### config.mk
export PLATFORM = sky130hd
export DESIGN_NAME = button_conditioner
export DESIGN_NICKNAME = d
export VERILOG_FILES = /design/src/rtl/battleship_pkg.sv /design/src/rtl/debounce_cell.sv /design/src/rtl/button_conditioner.sv
export SDC_FILE = /design/constraint.sdc
export NUM_CORES = 1
export LEC_CHECK = 0
export ABC_AREA = 1
export CAP_MARGIN = 20
export CORE_ASPECT_RATIO = 1.4
export CORE_UTILIZATION = 45
export CTS_BUF_LIST = sky130_fd_sc_hd__clkbuf_4
export DETAILED_ROUTE_END_ITERATION = 12
export GPL_TIMING_DRIVEN = 0
export PLACE_DENSITY_LB_ADDON = 0.1
export SLEW_MARGIN = 30
export SYNTH_ARGS = -nofsm -noshare
export SYNTH_HDL_FRONTEND = slang
export SYNTH_SLANG_ARGS = --single-unit
### constraint.sdc
create_clock -name clk -period 2.65 [get_ports clk]
set_input_delay 0.265 -clock clk [delete_from_list [all_inputs] [get_ports clk]]
set_output_delay 0.265 -clock clk [all_outputs]
set_load 0.01 [all_outputs]
### src/rtl/battleship_pkg.sv
// battleship_pkg: shared types, timing defaults and helpers
// for the battleship key-conditioning input stage.
package battleship_pkg;

    typedef enum logic [1:0] {
        IDLE,
        ARMING,
        HELD,
        RELEASING
    } btn_state_t;

    localparam int DEBOUNCE_25M      = 250_000;
    localparam int REPEAT_DELAY_25M  = 12_500_000;
    localparam int REPEAT_PERIOD_25M = 5_000_000;

    localparam int N_MOV = 4;

    function automatic int max3(input int a, input int b, input int c);
        int m;
        m = (a > b) ? a : b;
        return (m > c) ? m : c;
    endfunction

    function automatic logic [N_MOV-1:0] lowest_one(
        input logic [N_MOV-1:0] v
    );
        return v & (~v + 1'b1);
    endfunction

endpackage

### src/rtl/debounce_cell.sv
// debounce_cell: one key -- 2-flop synchroniser, debounce FSM,
// press strobe; optional auto-repeat under AUTOREPEAT_EN.
module debounce_cell
    import battleship_pkg::*;
#(
    parameter int DEBOUNCE_CYCLES = DEBOUNCE_25M,
    parameter int REPEAT_DELAY    = REPEAT_DELAY_25M,
    parameter int REPEAT_PERIOD   = REPEAT_PERIOD_25M,
    parameter bit REPEAT_EN       = 1'b0
) (
    input  logic clk,
    input  logic reset,
    input  logic key_n,
    output logic press,
    output logic level_nxt
);

    // Repeat timing only widens the counters of cells that repeat.
    localparam int CW = $clog2(max3(
        DEBOUNCE_CYCLES,
        REPEAT_EN ? REPEAT_DELAY : 0,
        REPEAT_EN ? REPEAT_PERIOD : 0) + 1);

    localparam logic [CW-1:0] CMAX = '1;
    localparam logic [CW-1:0] DB   = CW'(DEBOUNCE_CYCLES);

    logic          sync1;
    logic          sync2;
    logic          s;
    btn_state_t    state;
    btn_state_t    state_nxt;
    logic [CW-1:0] cnt;
    logic [CW-1:0] cnt_nxt;
    logic [CW-1:0] cnt_inc;
    logic          done;
    logic          strobe;
    logic          rep;

    // Synchroniser resets to released so nothing fires out of reset.
    always_ff @(posedge clk or negedge reset) begin
        if (!reset) begin
            sync1 <= 1'b1;
            sync2 <= 1'b1;
        end else begin
            sync1 <= key_n;
            sync2 <= sync1;
        end
    end

    assign s       = ~sync2;
    assign cnt_inc = (cnt == CMAX) ? cnt : cnt + 1'b1;
    assign done    = (cnt_inc >= DB);

    // State and debounce counter registers.
    always_ff @(posedge clk or negedge reset) begin
        if (!reset) begin
            state <= IDLE;
            cnt   <= '0;
        end else begin
            state <= state_nxt;
            cnt   <= cnt_nxt;
        end
    end

    // Debounce transitions; strobe marks the edge that enters HELD.
    always_comb begin
        state_nxt = state;
        cnt_nxt   = cnt;
        strobe    = 1'b0;
        unique case (state)
            IDLE: begin
                if (s) begin
                    state_nxt = ARMING;
                    cnt_nxt   = CW'(1);
                end
            end
            ARMING: begin
                if (!s) begin
                    state_nxt = IDLE;
                    cnt_nxt   = '0;
                end else if (done) begin
                    state_nxt = HELD;
                    cnt_nxt   = '0;
                    strobe    = 1'b1;
                end else begin
                    cnt_nxt = cnt_inc;
                end
            end
            HELD: begin
                if (!s) begin
                    state_nxt = RELEASING;
                    cnt_nxt   = CW'(1);
                end
            end
            RELEASING: begin
                if (s) begin
                    state_nxt = HELD;
                    cnt_nxt   = '0;
                end else if (done) begin
                    state_nxt = IDLE;
                    cnt_nxt   = '0;
                end else begin
                    cnt_nxt = cnt_inc;
                end
            end
            default: begin
                state_nxt = IDLE;
                cnt_nxt   = '0;
            end
        endcase
    end

    assign level_nxt = (state_nxt == HELD) || (state_nxt == RELEASING);

`ifdef AUTOREPEAT_EN
    if (REPEAT_EN) begin : g_rep
        localparam logic [CW-1:0] RD  = CW'(REPEAT_DELAY);
        localparam logic [CW-1:0] RRE = CW'(REPEAT_DELAY - REPEAT_PERIOD);

        logic [CW-1:0] rcnt;
        logic [CW-1:0] rcnt_nxt;
        logic [CW-1:0] rinc;
        logic          rep_c;

        assign rinc = (rcnt == CMAX) ? rcnt : rcnt + 1'b1;

        // Repeat timer; after a repeat it rewinds by one period.
        always_comb begin
            rcnt_nxt = rcnt;
            rep_c    = 1'b0;
            if (state_nxt == HELD && state != HELD) begin
                rcnt_nxt = '0;
            end else if (state == HELD && s) begin
                if (rinc == RD) begin
                    rep_c    = 1'b1;
                    rcnt_nxt = RRE;
                end else begin
                    rcnt_nxt = rinc;
                end
            end
        end

        // Repeat counter register.
        always_ff @(posedge clk or negedge reset) begin
            if (!reset) begin
                rcnt <= '0;
            end else begin
                rcnt <= rcnt_nxt;
            end
        end

        assign rep = rep_c;
    end else begin : g_norep
        assign rep = 1'b0;
    end
`else
    assign rep = 1'b0;
`endif

    assign press = strobe | rep;

endmodule

### src/rtl/button_conditioner.sv
// button_conditioner: conditions 4 move keys + confirm into
// debounced levels and strobes; AUTOREPEAT_EN adds move repeat.
module button_conditioner
    import battleship_pkg::*;
#(
    parameter int DEBOUNCE_CYCLES = DEBOUNCE_25M,
    parameter int REPEAT_DELAY    = REPEAT_DELAY_25M,
    parameter int REPEAT_PERIOD   = REPEAT_PERIOD_25M
) (
    input  logic             clk,
    input  logic             reset,
    input  logic [N_MOV-1:0] mov_n,
    input  logic             confirm_n,
    output logic [N_MOV-1:0] mov_pulse,
    output logic             confirm_pulse,
    output logic [N_MOV-1:0] mov_level,
    output logic             confirm_level
);

    logic [N_MOV-1:0] mov_press;
    logic [N_MOV-1:0] mov_lvl_nxt;
    logic             conf_press;
    logic             conf_lvl_nxt;

    for (genvar i = 0; i < N_MOV; i++) begin : g_mov
        debounce_cell #(
            .DEBOUNCE_CYCLES(DEBOUNCE_CYCLES),
            .REPEAT_DELAY   (REPEAT_DELAY),
            .REPEAT_PERIOD  (REPEAT_PERIOD),
            .REPEAT_EN      (1'b1)
        ) u_cell (
            .clk      (clk),
            .reset    (reset),
            .key_n    (mov_n[i]),
            .press    (mov_press[i]),
            .level_nxt(mov_lvl_nxt[i])
        );
    end

    debounce_cell #(
        .DEBOUNCE_CYCLES(DEBOUNCE_CYCLES),
        .REPEAT_DELAY   (REPEAT_DELAY),
        .REPEAT_PERIOD  (REPEAT_PERIOD),
        .REPEAT_EN      (1'b0)
    ) u_confirm (
        .clk      (clk),
        .reset    (reset),
        .key_n    (confirm_n),
        .press    (conf_press),
        .level_nxt(conf_lvl_nxt)
    );

    // Output registers; lowest move index wins, losers are dropped.
    always_ff @(posedge clk or negedge reset) begin
        if (!reset) begin
            mov_pulse     <= '0;
            confirm_pulse <= 1'b0;
            mov_level     <= '0;
            confirm_level <= 1'b0;
        end else begin
            mov_pulse     <= lowest_one(mov_press);
            confirm_pulse <= conf_press;
            mov_level     <= mov_lvl_nxt;
            confirm_level <= conf_lvl_nxt;
        end
    end

endmodule

==> results.py <==
metrics = {
    "clocking": {
        "htree_levels": 4,
        "insertion_delay_ns": 0.58,
        "cts-root-buf": "clkbuf_4",
        "clkSinkCount": 144,
        "clockBufferDepth": 2,
        "clkTransAtPathRegs_ns": 0.12,
        "cts_tree": "done",
        "cts_buffers": 17,
    },
    "setup_path": {
        "worstPathMaxFanout": 8,
        "path_class": "flip-flop to flip-flop",
        "setup.worst_path.end_class": "flip-flop",
        "critPathLaunchType": "flip-flop",
        "worstPathRequired_ns": 3.13,
        "arrival_ns": 3.03,
    },
    "layout": {
        "regArea_sq_mm": 0.00363,
        "drive_above_1_share_pct": 14.6,
        "layout-area-overhead-vs-synth_pct": 17.8,
        "stdcell_count": 1780,
        "num-fill-cells": 2078,
        "nets": 1522,
        "multi_input_comb_area_sq_mm": 0.00545,
    },
    "power": {
        "comb_power_share_pct": 7.0,
        "switching_power_mw": 1.04,
        "power.share.sequential_pct": 54.5,
        "swShare_pct": 25.1,
        "clkPwrFrac_pct": 38.5,
        "p_int_mw": 3.12,
        "power.density_mw_per_mm2": 375,
        "ir_drop_v": 0.000247,
        "p_leak_nw": 5.20,
    },
    "logic_synthesis": {
        "ys_ff_latch": 144,
        "ys.flop_type": "dfrtp_1",
        "synth-seq-area-share_pct": 38.4,
        "ys_types": 37,
        "yosysTopAreaCell": "dfrtp_1",
        "synth_top_area_share_pct": 35.6,
        "yosys-top-cells-area": "dfrtp_1 36%, nand2_1 21%, nor2_1 7.9%, inv_1 6.1%, nand3_1 5.8%",
        "syn-num-nets": 1437,
        "syn_avg_cell_area_sq_um": 6.61,
        "synthTopCellsByCount": "534 x nand2_1, 197 x nor2_1, 154 x inv_1",
        "yosysMostFrequentCell": "nand2_1",
        "syn_area_sq_mm": 0.00942,
        "ys_warn_count": 0,
        "synth_edf_count": 0,
        "netlist_instances": 1425,
        "async_reset_ff_share_pct": 100,
    },
    "detailed_routing": {
        "via_count": 9139,
        "ant_nets": 0,
        "wirelength_microns": 25200,
        "drt_first_iter_violations": 473,
        "post_drt_wl_per_cell_microns": 14.1,
        "dr.pass1.iters": 5,
        "vias_per_cell": 5.13,
        "drc": 0,
    },
    "timing": {
        "period_share_pct": 96.1,
        "slew_headroom_pct": 56.2,
        "worstMarginPinSlew_ns": 0.658,
        "hold_viol": 0,
        "finalCriticalPeriod_ns": 2.55,
        "finalClockSkew_ns": 0.0303,
        "slew_violations": 0,
        "layout_setup_ws_ns": 0.104,
        "fmax_mhz": 393,
        "setup_tns_ns": 0,
        "setup_viol": 0,
    },
    "min_path": {
        "hold_class": "input pin to flip-flop",
    },
    "global_routing": {
        "grt_max_degree": 77,
        "overflow": 0,
        "groute.usage.overall_pct": 23.9,
        "grt_antenna_before_repair": 1,
        "grt_pass1_wl_microns": 41600,
        "grt_pass1_vias": 8804,
    },
    "run": {
        "maxCapViolations": 0,
    },
    "floorplan": {
        "start_util_pct": 46.0,
        "die_x_microns": 124,
        "dieArea_sq_mm": 0.0215,
        "die_h_microns": 173,
        "ios": 17,
        "num_rows": 62,
        "core_area_sq_mm": 0.0205,
    },
    "place": {
        "dpl.hpwl_microns": 18100,
        "gp_congestion": 0.918,
        "portBuffers": 16,
        "place_ws_ns": -0.387,
        "place_inst": 1698,
    },
    "status": {
        "outcome": "complete, no violations",
    },
}
[path summary, 6_finish.rpt]
| kind | startpoint | end | slack [ns] | cells after the start |
|---|---|---|---|---|
| worst min register to register | g_mov[1].u_cell.sync1$_DFF_PN1_ | g_mov[1].u_cell.sync2$_DFF_PN1_ | 0.36 | 0 |
| worst max register to register | g_mov[0].u_cell.cnt[1]$_DFFE_PN0P_ | g_mov[0].u_cell.cnt[7]$_DFFE_PN0P_ | 0.10 | 17 |
| worst max-delay path | g_mov[0].u_cell.cnt[1]$_DFFE_PN0P_ | g_mov[0].u_cell.cnt[7]$_DFFE_PN0P_ | 0.10 | 17 |
| max in group asynchronous | reset | u_confirm.sync2$_DFF_PN1_ | 1.60 | 3 |
| worst min-delay path | mov_n[3] | g_mov[3].u_cell.sync1$_DFF_PN1_ | 0.09 | 1 |
| min in group asynchronous | reset | g_mov[1].u_cell.cnt[14]$_DFFE_PN0P_ | 0.23 | 2 |
[cell usage in the layout, fill, tap and decap left out, drive strengths merged, types with 15 or more instances in the layout]
cell,count
nor2,216
nand3,114
o21ai,89
clkdlybuf4s50,15
clkbuf,31
xor2,47
nand2,545
dfrtp,134
buf,62
nand4,38
inv,157
[area by class of cell]
cell class	instances	area share, %
diodes	1	0.0226
plain buffers	24	1.70
clock buffers	20	1.35
clock inverters	12	1.51
inverters	157	5.34
multi-input cells	1101	49.2
flip-flops and latches	144	32.7
well taps	256	2.89
repair buffers	65	5.31
[power by group through the flow]
stage	combinational, mW	clock, mW	sequential (mW)
finish	0.292	1.60	2.27
global route	0.331	1.75	2.27
CTS	0.262	1.66	2.26
detailed placement	0.221	0	2.31
global placement	0.211	0	2.31
floorplan	0.118	0	2.30
[metal layers]
metal | global-route usage, % | wire length (microns) | vias up | share of wire, %
met4 | 10.6 | 810 | 0 | 3.2
met1 | 27.1 | 10500 | 4272 | 42
met2 | 43.9 | 13200 | 150 | 53
met3 | 3.56 | 630 | 52 | 2.5
li1 | - | - | 4665 | -
met5 | 0 | 0 | - | 0
[state kept, by name, indices dropped and copies added, names as in the netlist]
register	cells
g_mov.u_cell.cnt	96
u_confirm.cnt	18
g_mov.u_cell.state	8
g_mov.u_cell.sync1	4
g_mov.u_cell.sync2	4
mov_level	4
mov_pulse	4
u_confirm.state	2
confirm_level	1
confirm_pulse	1
u_confirm.sync1	1
u_confirm.sync2	1
[metrics by stage]
stage | power, mW | area [sq um] | util, % | hold slack, ns
final | 4.16 | 11100 | 54.2 | 0.0898
after global routing | 4.35 | 11100 | 54.2 | 0.0368
after CTS | 4.19 | 10500 | 51.0 | 0.0427
after detailed placement | 2.53 | 9930 | 48.5 | 0.274
after global placement | 2.52 | 9900 | 48.3 | 0.346
after floorplan | 2.42 | 9420 | - | -0.0306
[worst max-delay path, stage by stage (launching register included)]
cell and delay, ns:
dfrtp_1 0.41, ha_4 0.18, nand2_4 0.06, nor2_4 0.17, nand2_4 0.09, nor3_4 0.26, nand2_4 0.12, buf_8 0.17
nand2_2 0.08, nor2_1 0.04, nand2_1 0.10, nor2_2 0.06, nand3_2 0.09, nand3_4 0.12, nor2_4 0.22, buf_4 0.17
nand2_1 0.04, o21ai_0 0.07
[cells by family after synthesis]
group / synth area share (%)
AOI/OAI and AO/OA: 6.73
xor gates and xnor gates: 4.56
adders and majority gates: 0.664
buffers and inverters: 7.98
DFF: 38.4
muxes: 0.106
and+or+nand+nor: 41.6
[repair_timing]
action	4_1_cts	5_1_grt
hold buffers	1	0
pin swaps	7	23
cloned	0	3
endpoints found under the hold margin	66	0
gates resized for setup	14	112
setup buffers	18	27
endpoints found under the setup margin	82	101
(Power assumes the default switching activity.)
